<file path="config.mk">
export PLATFORM = sky130hd
export DESIGN_NAME = fetch_sequencer
export DESIGN_NICKNAME = d
export VERILOG_FILES = /design/src/rtl/fetch_sequencer.sv
export SDC_FILE = /design/constraint.sdc
export NUM_CORES = 1
export LEC_CHECK = 0
export ABC_AREA = 0
export CAP_MARGIN = 5
export CORE_MARGIN = 1
export CORE_UTILIZATION = 37
export DETAILED_ROUTE_END_ITERATION = 10
export HOLD_SLACK_MARGIN = 0.1
export MAX_ROUTING_LAYER = met4
export PLACE_DENSITY_LB_ADDON = 0.08
export SYNTH_ARGS = -nofsm -noshare
export SYNTH_HDL_FRONTEND = slang
export SYNTH_SLANG_ARGS = --single-unit
</file>
<file path="constraint.sdc">
create_clock -name clk -period 1.98 [get_ports clk]
set_clock_uncertainty 0.15 [all_clocks]
set_input_delay 0.198 -clock clk [delete_from_list [all_inputs] [get_ports clk]]
set_output_delay 0.198 -clock clk [all_outputs]
set_load 0.02 [all_outputs]
</file>
<file path="src/rtl/fetch_sequencer.sv">
// fetch_sequencer
// Fetch/execute control FSM for the minicpu. Drives the external PC counter
// (which has no hold input, so holding is done by reloading pc), runs the
// instruction-memory fetch handshake and issues instructions to execute.
//
// Ports:
//   clk, reset        clock, asynchronous active-high reset
//   start             begin/resume execution, sampled in IDLE/HALT
//   pc                current PC from the counter
//   pc_ld_n, pc_in    counter control: 0 = load pc_in, 1 = increment
//   imem_req/addr     fetch request and address (addr == pc)
//   imem_ack/data     fetch complete and fetched instruction
//   ir, ir_valid      instruction register and one-cycle issue strobe
//   exec_done         execute finished; jmp_taken/jmp_addr/halt_req qualify it
//   halted            FSM is in HALT
//   retired           completed-instruction count, wraps modulo 2^WIDTH
//
// state | meaning
// IDLE  | after reset, waiting for start
// FETCH | imem_req high, waiting for imem_ack
// ISSUE | ir_valid pulse to execute
// EXEC  | waiting for exec_done
// HALT  | stopped by halt_req, waiting for start

`ifndef DATA_WIDTH
`define DATA_WIDTH 8
`endif

module fetch_sequencer #(
   parameter int WIDTH = `DATA_WIDTH
) (
   input  logic             clk,
   input  logic             reset,
   input  logic             start,
   input  logic [WIDTH-1:0] pc,
   output logic             pc_ld_n,
   output logic [WIDTH-1:0] pc_in,
   output logic             imem_req,
   output logic [WIDTH-1:0] imem_addr,
   input  logic             imem_ack,
   input  logic [WIDTH-1:0] imem_data,
   output logic [WIDTH-1:0] ir,
   output logic             ir_valid,
   input  logic             exec_done,
   input  logic             jmp_taken,
   input  logic [WIDTH-1:0] jmp_addr,
   input  logic             halt_req,
   output logic             halted,
   output logic [WIDTH-1:0] retired
);

   typedef enum logic [2:0] {
      S_IDLE,
      S_FETCH,
      S_ISSUE,
      S_EXEC,
      S_HALT
   } state_t;

   state_t           state_q, state_d;
   logic [WIDTH-1:0] ir_q;
   logic [WIDTH-1:0] retired_q;
   logic             imem_req_q;
   logic             ir_valid_q;
   logic             halted_q;

   always_comb begin
      state_d = state_q;
      case (state_q)
         S_IDLE:  if (start) state_d = S_FETCH;
         S_FETCH: if (imem_ack) state_d = S_ISSUE;
         S_ISSUE: state_d = S_EXEC;
         S_EXEC:  if (exec_done) state_d = halt_req ? S_HALT : S_FETCH;
         S_HALT:  if (start) state_d = S_FETCH;
         default: state_d = S_IDLE;
      endcase
   end

   // Status outputs are registered from the next state so they line up
   // exactly with the state they describe.
   always_ff @(posedge clk or posedge reset) begin
      if (reset) begin
         state_q    <= S_IDLE;
         ir_q       <= '0;
         retired_q  <= '0;
         imem_req_q <= 1'b0;
         ir_valid_q <= 1'b0;
         halted_q   <= 1'b0;
      end else begin
         state_q    <= state_d;
         imem_req_q <= (state_d == S_FETCH);
         ir_valid_q <= (state_d == S_ISSUE);
         halted_q   <= (state_d == S_HALT);
         if (state_q == S_FETCH && imem_ack)
            ir_q <= imem_data;
         if (state_q == S_EXEC && exec_done)
            retired_q <= retired_q + WIDTH'(1);
      end
   end

   // Default action is HOLD: reload the counter with its own value.
   always_comb begin
      pc_ld_n = 1'b0;
      pc_in   = pc;
      if (state_q == S_FETCH && imem_ack)
         pc_ld_n = 1'b1;
      else if (state_q == S_EXEC && exec_done && jmp_taken)
         pc_in = jmp_addr;
   end

   assign imem_addr = pc;
   assign imem_req  = imem_req_q;
   assign ir_valid  = ir_valid_q;
   assign halted    = halted_q;
   assign ir        = ir_q;
   assign retired   = retired_q;

endmodule

</file>
Yosys cells after proc, flatten, opt, wreduce, memory -nomap -nowiden
Index checks and enable logic that the tools add are counted.
Operators by class
  equal/unequal tests: 7
  reduce and logical (&&, ||, !) cells: 5
  muxes and demuxes: 8
  $add $sub $neg: 1
Operator list (count)
  $mux 8: 2
  $mux 3: 4
  $pmux 3 s4: 1
  $eq 3x2->1 const B: 3
  $add 8x1->8 const B: 1
  $eq 3x1->1 const B: 2
  $eq 3x3->1 const B: 2
  $logic_and 1x1->1: 3
  $logic_not 3->1: 1
  $reduce_or 2->1: 1
  $mux 1: 1
Storage, ports and cells
  word-level logic and storage cells: 27
  register bits: 22
  input port bits: 31
  output and inout bits: 36

Depth between registers and ports, before layout
  depth after elaboration: 5
  mapped depth: 5
  gate-level depth less buffers: 4

Worst setup path before layout
Ideal clock, no wire load.
  path kind: register to register
  start point: register state_q[1]
  end point: register ir_q[0] (netlist: ir[0])
  arrival: 1347 ps
  buffers on the path: 1
  slack: 358 ps
  stages on the path, launching flop included: 5
  path through: dfrtp_1 > buf_6 > nand3b_1 > nor2_4 > mux2_2
On the way
  cells in the longest elaborated chain, start to end: 2
Ends and longest elaborated chain
  start: declaration: line 60  | state_t state_q, state_d;
  start signal: assignment: line 90  | state_q <= state_d;
  $eq 3x1->1: line 94  | if (state_q == S_FETCH && imem_ack)
  $logic_and 1x1->1: line 94
  end signal: assignment: line 95  | ir_q <= imem_data;
  end: declaration: line 61  | logic [WIDTH-1:0] ir_q;
No other way between the ends.
A chain may end at the register's enable or synchronous reset.

Worst setup path after layout
  start point: register state_q[2]
  end point: output pc_in[6]
On the way
  cells in the longest elaborated chain, start to end: 5
  elaborated cells between the ends (all ways): 7
  those cells by class: eq/ne (2); mux (2); reduce/logical (3)
Ends and longest elaborated chain
  $eq 3x2->1: line 107  | else if (state_q == S_EXEC && exec_done && jmp_taken)
  $logic_and 1x1->1 (2 in series): line 107
  $mux 8: line 107
  $mux 8 *: line 105  | if (state_q == S_FETCH && imem_ack)
  end: declaration: line 37  | output logic [WIDTH-1:0] pc_in,
Every way passes the cells marked *; elsewhere a longest branch is shown, timed or not.

==> results by group <==
Min path
  – WHS Endpoint: retired[7]
  – Worst Hold Class: register to register
  – Worst hold path cell count: 1
  – Hold path start: retired[7]

Worst setup path
  – Maximum fanout along the worst path: 8
  – Cell Chain, Critical Path: and4b_2 > nand2_8 > mux2_4 > buf_6
  – Top delay family on crit path: simple AND/OR/NAND/NOR gates
  – Reg-to-Reg End: ir[5]
  – Worst Setup Start Kind: register
  – CP arrival: around 1600 ps
  – CP required: approximately 1600 ps
  – Worst-case reg-to-reg path depth: 5
  – Largest stage delay, worst path: approximately 400 ps
  – Origin of the critical flop-to-flop path: state_q[1]
  – Setup crit end kind: output pin
  – FF-to-FF setup slack: between 300 and 400 ps
  – Crit-path slowest cell: dfrtp_1
  – CP Buf/Inv Count: 1
  – Type of the worst setup path: register to output pin

Final layout
  – Share of cells above drive strength 1: 26.6%
  – Area grow syn2layout: 62.8%
  – Non-Filler Instances: 189
  – # diodes: 0
  – Fin nets: about 190

Synth
  – Post-synth ARST share: 100%
  – Top-count cell post-synth: dfrtp_1
  – Mapped Cells: 90
  – Area contributors post-synth: dfrtp_1, mux2_4, mux2_2
  – Synth unique cells: 24
  – Cell Area, Synth: 1150 um2
  – Post-synth top cells: dfrtp_1, buf_4, mux2_2, mux2_4, nand2_1
  – Synth Register Bits: 22
  – Yosys warns: 0
  – Top cell type's share of synthesized area: between 40% and 50%
  – EDFF count, synth: 0
  – Cell taking the most area after synthesis: dfrtp_1
  – Syn nets: 122
  – Most used flip-flop cell after synthesis: dfrtp_1
  – Post-synthesis sequential area ratio: between 40% and 50%
  – Syn_area_per_cell: 12.7 um2

Placed design
  – DP Cell Count: approximately 180
  – Routability cong.: approximately 0.72
  – Port Buffers: between 60 and 70
  – HPWL after detailed placement: roughly 2100 um
  – Placement Setup Slack: -317 ps

CTS
  – Max Root-Sink Buffers: 2
  – Cts bufs inserted: 3
  – Clk Latency, worst-skew pair: 290 ps
  – H-tree levels: 1
  – CTS tree: yes
  – Clock-pin transition on the worst setup and hold timing paths: about 110 ps
  – Clk root buf: clkbuf_4
  – TritonCTS Sinks: 22

Route
  – Vias/cell: between 4 and 5
  – DRC errors left: 8
  – Total Wirelength: 2560 um
  – DRT antenna net count: 0
  – Drt pass-1 iters: 6
  – Routed vias: slightly above 900
  – DR WL/cell: ~14 um
  – Initial DRC count: 16

STA
  – Slew margin rel.: between 70% and 80%
  – Final period util: a little over nine tenths
  – Slew @ Worst Pin: 403 ps
  – RSZ-0062 raised after global routing: true
  – Setup WS post-layout: roughly 53 ps
  – Minimum clock period: between 1500 and 2000 ps
  – Final Hold Viols: 0
  – Fmax: 0.519 GHz
  – Fin Setup TNS: 0 ps
  – Slew Limit Fails: 0
  – Setup Viol. Count Final: 0

Power
  – Peak VDD IR: 0.000733 V
  – Overall power: between 2 and 2.5 mW
  – Pleak: 0.851 nW
  – PwrDens: between 1000 and 1500 nW/um2

Global route
  – Overflow after GRT: 0
  – Vias in the first global route: between 900 and 1k
  – Largest net degree at the start of global routing: 13
  – GR Util All Layers: between 10% and 20%
  – First-pass GRT wire length: 4060 um
  – Initial antenna violation count: 0

Floorplan
  – Core Box Area: 2850 um2
  – Num ports: 67
  – Die area: 3320 um2
  – Die width: 57.7 um
  – Standard-cell rows: 19
  – Die Y: between 50 and 60 um
  – Initial core utilization: between 40% and 50%

Run status
  – Outcome: complete, but fails checks
  – Violated checks: DRC

Flow run
  – Max-Cap Viols: 0
-- registers in the layout (all words and copies together) (netlist names) --
| signal | flops |
|---|---|
| ir_valid | 1 |
| ir | 8 |
| retired | 8 |
| state_q | 3 |
| halted | 1 |
| imem_req | 1 |
-- worst register-to-register path: stages, from the launching register on --
cell      delay [ps]
dfrtp_1          390
buf_4            170
nand3b_1         210
nor2_4           110
buf_4            170
mux2_2           340
-- metrics by stage --
step	hold slack (ps)	utilization, %	area [um2]
after floorplan	37.2	-	1150
after CTS	329	63.4	1810
after global routing	344	65.4	1870
final	323	65.4	1870
after global placement	305	63.6	1820
after detailed placement	308	63.6	1820
-- per-layer routing --
metal / up-vias / part of all wire [%] / global-route usage [%]
met5: - / 0 / -
li1: 447 / - / -
met3: 2 / 11 / 5.36
met2: 47 / 48 / 28.6
met4: 0 / 0.74 / 4.08
met1: 416 / 40 / 18.6
-- cells by family (layout without fill, tap and decap cells) --
family          count (synthesis)  after routing  synth area share (%)
xor+xnor                        7              7                  5.35
buf+inv                        13             81                  8.51
mux                            16             16                  18.3
simple gates                   25             25                  15.0
fa+ha+maj                       1              1                  1.09
compound gates                  6              6                  3.71
flops                          22             22                  48.0
-- report_power, final --
part	internal [mW]	total [mW]	switching [mW]
clock	0.0708	0.191	0.120
sequential	0.609	0.709	0.100
combinational	0.594	1.11	0.521
total	1.27	2.01	0.741
-- cell usage in the layout, fill, tap and decap left out, drive strengths merged --
master,n
nor4b,1
nand3,4
clkbuf,3
inv,2
dlygate4sd2,1
clkdlybuf4s50,57
a21bo,1
dfrtp,22
buf,17
nor4,1
mux2,16
nand2,9
dlygate4sd3,1
xnor2,3
nor2,4
o41ai,2
nor3,2
and4b,1
nand3b,1
a21oi,3
nand4b,1
ha,1
xor2,4
nand4,1
-- cell type report --
| type | count | area, um2 |
|---|---|---|
| clock buffer | 3 | 22.5 |
| fill | 244 | 987 |
| sequential | 22 | 551 |
| multi-input combinational | 55 | 499 |
| inverter | 2 | 7.51 |
| timing repair buffer | 76 | 747 |
| tap | 31 | 38.8 |
-- repair_timing --
action,in CTS,in global routing
resized for setup,34,16
hold buffers,1,0
endpoints found under the setup margin,9,8
pin swaps,0,1
buffers inserted,0,1
cloned,0,0
hold endpoints to repair,10,0
-- worst max path at each step --
stage | startpoint | endpoint | slack [ps] | depth (start not counted)
finish | state_q[2] | pc_in[6] | 50 | 4
global route | state_q[2] | pc_in[6] | -6 | 4
CTS | state_q[2] | pc_in[6] | 10 | 4
detailed placement | exec_done | pc_in[6] | -320 | 5
global placement | exec_done | pc_in[1] | -310 | 5
floorplan | state_q[1] | ir[0] | 360 | 4
(Power assumes the default switching activity.)
